[src/rtl/simd_pkg.sv]
// Shared types and defaults for the result store unit: FSM state encoding,
// default matrix size, data word width and default base address.
package simd_pkg;

  localparam int          DEF_N    = 16;
  localparam int          WORD_W   = 32;
  localparam logic [31:0] DEF_ADDR = 32'h0000_0000;

  typedef enum logic [1:0] {
    ST_IDLE,
    ST_WAIT_ROW,
    ST_WRITE,
    ST_FINISH
  } store_state_t;

endpackage

[src/rtl/row_buffer.sv]
// N x 32-bit row holding register: loads a whole result row in one cycle and
// presents the word selected by the column index.
module row_buffer
  import simd_pkg::*;
#(
  parameter int N  = DEF_N,
  parameter int CW = 4
) (
  input  logic                   i_clk,
  input  logic                   i_rstn,
  input  logic                   i_load,
  input  logic [N-1:0][WORD_W-1:0] i_row,
  input  logic [CW-1:0]          i_col,
  output logic [WORD_W-1:0]      o_word
);

  logic [N-1:0][WORD_W-1:0] r_buf;

  always_ff @(posedge i_clk or negedge i_rstn) begin
    if (!i_rstn) begin
      r_buf <= '0;
    end else if (i_load) begin
      r_buf <= i_row;
    end
  end

  assign o_word = r_buf[i_col];

endmodule

[src/rtl/result_store_unit.sv]
// Streams an N x N result matrix, one row at a time, into data memory as
// 32-bit word writes. Optional running checksum under RESULT_STORE_CHECKSUM_EN.
module result_store_unit
  import simd_pkg::*;
#(
  parameter int          N    = DEF_N,
  parameter logic [31:0] ADDR = DEF_ADDR
) (
  input  logic                     i_clk,
  input  logic                     i_rstn,
  input  logic                     i_start,
  input  logic                     i_res_valid,
  input  logic [N-1:0][WORD_W-1:0] i_res_row,
  output logic                     o_res_ready,
  output logic                     o_mem_valid,
  output logic [WORD_W-1:0]        o_mem_addr,
  output logic [WORD_W-1:0]        o_mem_wdata,
  input  logic                     i_mem_ready,
  output logic                     o_busy,
  output logic                     o_done
`ifdef RESULT_STORE_CHECKSUM_EN
  ,
  output logic [WORD_W-1:0]        o_checksum
`endif
);

  localparam int            CW   = (N > 1) ? $clog2(N) : 1;
  localparam logic [CW-1:0] LAST = CW'(N - 1);

  store_state_t        r_state, w_state_nxt;
  logic [CW-1:0]       r_row, r_col;
  logic [WORD_W-1:0]   r_last_addr;
  logic [WORD_W-1:0]   w_addr, w_buf_word;
  logic                w_load, w_clr_all, w_col_inc, w_row_inc;

  row_buffer #(.N(N), .CW(CW)) u_row_buffer (
    .i_clk  (i_clk),
    .i_rstn (i_rstn),
    .i_load (w_load),
    .i_row  (i_res_row),
    .i_col  (r_col),
    .o_word (w_buf_word)
  );

  // Wraps modulo 2^32 by construction of the 32-bit sum.
  assign w_addr = ADDR + ((32'(r_row) * 32'(N) + 32'(r_col)) << 2);

  always_ff @(posedge i_clk or negedge i_rstn) begin
    if (!i_rstn) begin
      r_state <= ST_IDLE;
    end else begin
      r_state <= w_state_nxt;
    end
  end

  always_comb begin
    w_state_nxt = r_state;
    w_load      = 1'b0;
    w_clr_all   = 1'b0;
    w_col_inc   = 1'b0;
    w_row_inc   = 1'b0;
    o_res_ready = 1'b0;
    o_mem_valid = 1'b0;
    o_mem_wdata = '0;
    o_mem_addr  = r_last_addr;
    o_done      = 1'b0;
    o_busy      = (r_state != ST_IDLE);
    case (r_state)
      ST_IDLE: begin
        if (i_start) begin
          w_clr_all   = 1'b1;
          w_state_nxt = ST_WAIT_ROW;
        end
      end
      ST_WAIT_ROW: begin
        o_res_ready = 1'b1;
        if (i_res_valid) begin
          w_load      = 1'b1;
          w_state_nxt = ST_WRITE;
        end
      end
      ST_WRITE: begin
        o_mem_valid = 1'b1;
        o_mem_wdata = w_buf_word;
        o_mem_addr  = w_addr;
        if (i_mem_ready) begin
          if (r_col != LAST) begin
            w_col_inc = 1'b1;
          end else if (r_row != LAST) begin
            w_row_inc   = 1'b1;
            w_state_nxt = ST_WAIT_ROW;
          end else begin
            w_state_nxt = ST_FINISH;
          end
        end
      end
      ST_FINISH: begin
        o_done      = 1'b1;
        w_state_nxt = ST_IDLE;
      end
      default: w_state_nxt = ST_IDLE;
    endcase
  end

  always_ff @(posedge i_clk or negedge i_rstn) begin
    if (!i_rstn) begin
      r_row       <= '0;
      r_col       <= '0;
      r_last_addr <= ADDR;
    end else begin
      if (w_clr_all) begin
        r_row <= '0;
        r_col <= '0;
      end else if (w_load) begin
        r_col <= '0;
      end else if (w_col_inc) begin
        r_col <= r_col + 1'b1;
      end else if (w_row_inc) begin
        r_row <= r_row + 1'b1;
      end
      // Address output keeps showing the last presented word outside WRITE.
      if (r_state == ST_WRITE) begin
        r_last_addr <= w_addr;
      end
    end
  end

`ifdef RESULT_STORE_CHECKSUM_EN
  logic [WORD_W-1:0] r_checksum;

  always_ff @(posedge i_clk or negedge i_rstn) begin
    if (!i_rstn) begin
      r_checksum <= '0;
    end else if (w_clr_all) begin
      r_checksum <= '0;
    end else if (o_mem_valid && i_mem_ready) begin
      r_checksum <= r_checksum + o_mem_wdata;
    end
  end

  assign o_checksum = r_checksum;
`endif

endmodule

[config.mk]
export PLATFORM = sky130hd
export DESIGN_NAME = result_store_unit
export DESIGN_NICKNAME = d
export VERILOG_FILES = /design/src/rtl/simd_pkg.sv /design/src/rtl/row_buffer.sv /design/src/rtl/result_store_unit.sv
export SDC_FILE = /design/constraint.sdc
export NUM_CORES = 1
export LEC_CHECK = 0
export ABC_CLOCK_PERIOD_IN_PS = 3400
export CAP_MARGIN = 10
export CORE_ASPECT_RATIO = 0.9
export CORE_UTILIZATION = 47
export DETAILED_ROUTE_END_ITERATION = 10
export MAX_ROUTING_LAYER = met4
export PLACE_DENSITY = 0.76
export SYNTH_ARGS = -nofsm -noshare
export SYNTH_HDL_FRONTEND = slang
export SYNTH_SLANG_ARGS = --single-unit
[constraint.sdc]
create_clock -name i_clk -period 3.4 [get_ports i_clk]
set_input_delay 0.34 -clock i_clk [delete_from_list [all_inputs] [get_ports i_clk]]
set_output_delay 0.34 -clock i_clk [all_outputs]
set_load 0.02 [all_outputs]
# After elaboration in Yosys (flattened, before gate mapping)

Cells that the tools add are included.
W data, S select, Z words.

Div/mod/pow operators: 0
Add/subtract/negate cells: 3
Eq/ne operators: 11
Reduce and logical (&&, ||, !) cells: 6
Shift-type cells: 0
Muxes and demuxes: 31
$mul: 0
Magnitude comparators: 1
Bitwise operators: 0

Operators by type and width:

| operator              | number |
|---|---|
| $bmux W32 S4          | 1 |
| $mux W32              | 3 |
| $mux W4               | 7 |
| $mux W1               | 14 |
| $ne A2 B2 Y1 const B  | 6 |
| $mux W2               | 5 |
| $add A8 B4 Y9         | 1 |
| $add A4 B1 Y4 const B | 2 |
| $ne A4 B4 Y1 const B  | 2 |
| $pmux W2 S4           | 1 |
| $lt A4 B5 Y1 const B  | 1 |
| $eq A2 B2 Y1 const B  | 2 |
| $reduce_and A4 Y1     | 1 |
| $reduce_bool A2 Y1    | 2 |
| $reduce_and A3 Y1     | 1 |
| $reduce_bool A3 Y1    | 1 |
| $eq A2 B1 Y1 const B  | 1 |
| $logic_not A2 Y1      | 1 |

Memory bits (read-only): 0
Input bits: 517
Output and inout port bits: 68
Latch bits: 0
Word-level logic and storage cells: 72
Register bits: 554
Memories kept: 0
RAM bits: 0

# Longest topological paths before layout

Depth in word-level cells: 9
Gate-level depth with buffers: 8
Depth with buffers taken out: 5

# Cells and area by module

From an unflattened synthesis, not the netlist that was laid out.

Cells, all modules: 1,516
Area total of the unflattened synthesis: 24,458.5 µm²

Modules (own cells, without submodules):

| module            | area each (µm²) | times used | cells an instance | sequential area each (µm²) |
|---|---|---|---|---|
| row_buffer        | 22,562.9        | 1          | 1,352             | 12,812.3 |
| result_store_unit | 1,895.6         | 1          | 164               | 1,051.0 |

# Worst setup path before layout

No wires, ideal clock.

Kind: reg-to-output
Start point: register r_col[0]
End point: output port o_mem_wdata[21]
Data arrival time: 1,680 ps
Path slack: 1,380 ps
Cell stages (with the launch flop): 9
Path buffers: 4
Path through: dfrtp_1 buf_4 buf_6 buf_8 buf_8 mux2i_1 a22oi_1 o211ai_1 o22ai_1

Cells in the longest elaborated chain, start to end: 3

RTL lines:

| what                           | line                     | source |
|---|---|---|
| from (decl)                    | result_store_unit.sv:31  | `logic [CW-1:0] r_row, r_col;` |
| from (signal assigned)         | result_store_unit.sv:117 | `r_col <= r_col + 1'b1;` |
| $bmux W32 S4                   | row_buffer.sv:27         | `assign o_word = r_buf[i_col];` |
| $mux W32 (implied by the code) | row_buffer.sv:27         |  |
| $mux W32                       | result_store_unit.sv:68  | `case (r_state)` |
| to (decl)                      | result_store_unit.sv:17  | `output logic [WORD_W-1:0] o_mem_wdata,` |

Every way passes these cells. The select of a mux whose other input is x is not followed.

# Final worst setup path

Start point: register r_col[2]
End point: output port o_mem_wdata[3]

The elaborated chain is that of the path after synthesis.

==> results by group <==
Pwr
  • VDD IR max: 0.000485 V
  • Tot Pwr: 0.0271 W
  • Sw frac: 0.305
  • Net Switching: 0.00827 W
  • PD cells: 812 mW/mm^2
  • Combinational Power Share: 0.345
  • Pleak: ~14 nW
  • Internal power: between 0.015 and 0.02 W
  • Flop pwr share: 0.423
  • Clk network pwr share: 0.232

Worst setup path
  • Crit start category: flop
  • FF-to-FF path depth: 6
  • FF-to-FF Start: r_col[1]
  • CP Class: reg2out
  • WP data arrival: 2.91 ns
  • CP max FO: 32
  • Slowest CP cell: clkdlybuf4s50_1
  • Critical path endpoint category: output port
  • WP buf/inv: 2
  • CP required: 3.06 ns
  • R2r endpoint: r_row[3]
  • CP startpoint: r_col[2]
  • Delay-heaviest family, CP: buffers and inverters
  • CP peak stage delay: 0.67 ns
  • CP Cell Sequence: and2_1 -> buf_4 -> a22oi_1 -> o211ai_1 -> o22ai_1 -> clkdlybuf4s50_1
  • R2r setup slk: 1.08 ns

Timing
  • Final period util: 0.957
  • Slew @ Worst Pin: 0.741 ns
  • Hold Slack: approximately 0.32 ns
  • Fmax: 307 MHz
  • RSZ-0062 raised after global routing: no
  • Final setup vio count: 0
  • Final hold vios: 0
  • Final Max Slew Viols: 0
  • Slew HR: 0.506
  • Post-layout min period: 3.25 ns
  • Worst Skew: 0.0119 ns

Placement
  • GPL Wtd Cong: 0.895
  • Hpwl dp: 53300 um
  • IO Port Bufs: roughly 580
  • DP Area: 0.0314 mm^2

Clock tree
  • Max H-tree Level: 2
  • CTS sink cnt: 554
  • Root buffer cell: clkbuf_16
  • CTS tree: built
  • CTS Buffer Depth: 3
  • Clock Latency Late Sink: just over 0.6 ns
  • Setup Fix Bufs, Post-CTS: 0
  • Num CTS Buffers: 57
  • Clk slew on worst S/H paths: 0.06 ns

Global routing
  • Global Route Usage Sum: 0.281
  • Number of global-route vias before repair: between 15000 and 20000
  • Largest net degree at the start of global routing: 108
  • First-pass GRT wire length: 109000 um
  • Total grt overflow: 0
  • Initial antenna violation count: 13

Route
  • Residual DRC: 0
  • Routed wire length: 73300 um
  • Vias per cell: 5.52
  • Via count: 16292
  • Final antenna-violating net count: 0
  • Detailed router's first-iteration violation count: 1033
  • 1st-pass router iterations: 5
  • Drt wl/cell: 24.8 um

Yosys
  • Yosys reg bits: 554
  • Ys Warns: 0
  • Leading area contributor after synthesis: dfrtp_1
  • Most frequent cell after synthesis: dfrtp_1
  • Sequential-to-total area share from yosys stat: 0.559
  • Top cells by count, synth: dfrtp_1 (554), mux2_2 (467), mux2i_1 (130), mux2_1 (77), mux4_2 (64)
  • Ranking of synthesized cells by area: dfrtp_1 (56%), mux2_2 (21%), mux4_2 (5.8%), mux2i_1 (5.2%), mux2_1 (3.5%)
  • Async S/R FF share, synth: 1.00
  • Top-area cell type share of the netlist area: 0.559
  • Post-synth EDFFs: 0
  • Average cell area after synthesis: 15.2 um^2
  • Post-synth net total: approximately 2100
  • Netlist cell types: 32
  • Post-Syn Instances: ~1600
  • Ys flop type: dfrtp_1
  • Mapped cell area: 0.0248 mm^2

Die
  • Initial Util: 0.478
  • Die area: 0.0537 mm^2
  • Die X: 244 um
  • I/O pin cnt: 585
  • Row count: 79
  • Core Area: 0.0519 mm^2
  • Die height: between 200 and 250 um

Min path
  • Min-Delay Startpoint: i_res_row[274]
  • Hold path depth: 2
  • Worst hold endpoint: u_row_buffer.r_buf[274]
  • Hold Crit Class: in2reg

Final layout
  • Sequential cell area: 0.0139 mm^2
  • Fill cell count: 3867
  • Area of the multi-input gates: ~0.010 mm^2
  • Share of layout cells above drive strength 1: 0.305
  • Layout area overhead: 34.6%
  • Post-route cell area: 0.0334 mm^2
  • Layout Utilization: 0.643
  • Final Net Count: approximately 2700

Status
  • Status: finished, final reports clean

Flow run
  • Max-cap violation count: 0
[cell usage in the layout, fill, tap and decap left out, types with 17 or more instances in the layout]
cell / n
o22ai_1: 31
clkbuf_8: 19
mux2_2: 467
mux2_1: 77
clkbuf_16: 59
a22oi_1: 32
mux4_2: 64
dfrtp_1: 551
o211ai_1: 34
and2_1: 26
buf_4: 25
dlygate4sd2_1: 23
nand2_1: 57
mux2i_1: 127
buf_12: 17
clkdlybuf4s50_1: 552
[worst max-delay path by stage]
| stage | slack [ns] | depth (start not counted) | to |
|---|---|---|---|
| after floorplan | 1.38 | 8 | o_mem_wdata[21] |
| after global placement | 0.35 | 5 | o_mem_wdata[2] |
| after detailed placement | 0.32 | 5 | o_mem_wdata[2] |
| after CTS | -0.08 | 6 | o_mem_wdata[2] |
| after global routing | 0.01 | 6 | o_mem_wdata[3] |
| final | 0.15 | 6 | o_mem_wdata[3] |
[sequential cells by signal (all words and copies together), names as in the netlist]
signal              count
r_col                   4
r_last_addr            32
r_row                   4
r_state                 2
u_row_buffer.r_buf    512
[metal layers]
metal  vias up  global-route usage  routed length [um]
met3        92              0.0617                4970
li1       7157                   -                   -
met4         0              0.0742                1590
met2       583               0.429               34500
met1      8460               0.380               32200
met5         -                   -                   0
[metrics by stage]
| step | setup TNS (ns) | setup WS, ns | std cells |
|---|---|---|---|
| 3_5_place_dp | 0 | 0.317 | 2831 |
| 2_1_floorplan | 0 | 1.38 | 1628 |
| 5_1_grt | 0 | 0.0116 | 2953 |
| 3_3_place_gp | 0 | 0.353 | 2831 |
| 6_report | 0 | 0.148 | 2954 |
| 4_1_cts | -0.113 | -0.0842 | 2940 |
[cell type report]
| type | count | share of cell area |
|---|---|---|
| Antenna cell | 14 | 0.00105 |
| Clock buffer | 93 | 0.0538 |
| Timing Repair Buffer | 631 | 0.193 |
| Tap cell | 688 | 0.0258 |
| Inverter | 5 | 0.000675 |
| Multi-Input combinational cell | 955 | 0.307 |
| Clock inverter | 14 | 0.00307 |
| Sequential cell | 554 | 0.416 |
[worst reg2reg max path, cell delays in order, from the launching register on]
cell and delay, ns:
dfrtp_2 0.52, buf_6 0.46, ha_1 0.31, nand4_1 0.18, a311o_1 0.43, o211ai_1 0.21
o31ai_1 0.09
[logic make-up (layout without fill, tap and decap cells)]
logic type / after synthesis / count (layout) / share of synthesized area
compound gates: 106 / 106 / 0.0302
flops: 554 / 554 / 0.559
buf+inv: 120 / 743 / 0.0307
other cells: 0 / 14 / 0
xor+xnor: 3 / 3 / 0.00106
mux: 738 / 738 / 0.358
simple gates: 105 / 106 / 0.0199
fa+ha+maj: 2 / 2 / 0.00101
[repair_timing]
action	in CTS	in global routing
hold buffers	1	0
pin swaps	4	1
resized for setup	33	12
gates cloned	1	0
endpoints found under the setup margin	31	9
endpoints found under the hold margin	67	0
[power by group through the flow]
| stage | Sequential (W) | Clock, W | Combinational [W] |
|---|---|---|---|
| CTS | 0.0114 | 0.00640 | 0.00939 |
| detailed placement | 0.0115 | 0 | 0.00935 |
| global route | 0.0118 | 0.00666 | 0.0100 |
| finish | 0.0115 | 0.00629 | 0.00934 |
| floorplan | 0.0108 | 0 | 0.00670 |
| global placement | 0.0113 | 0 | 0.00905 |
(Power assumes the default switching activity.)
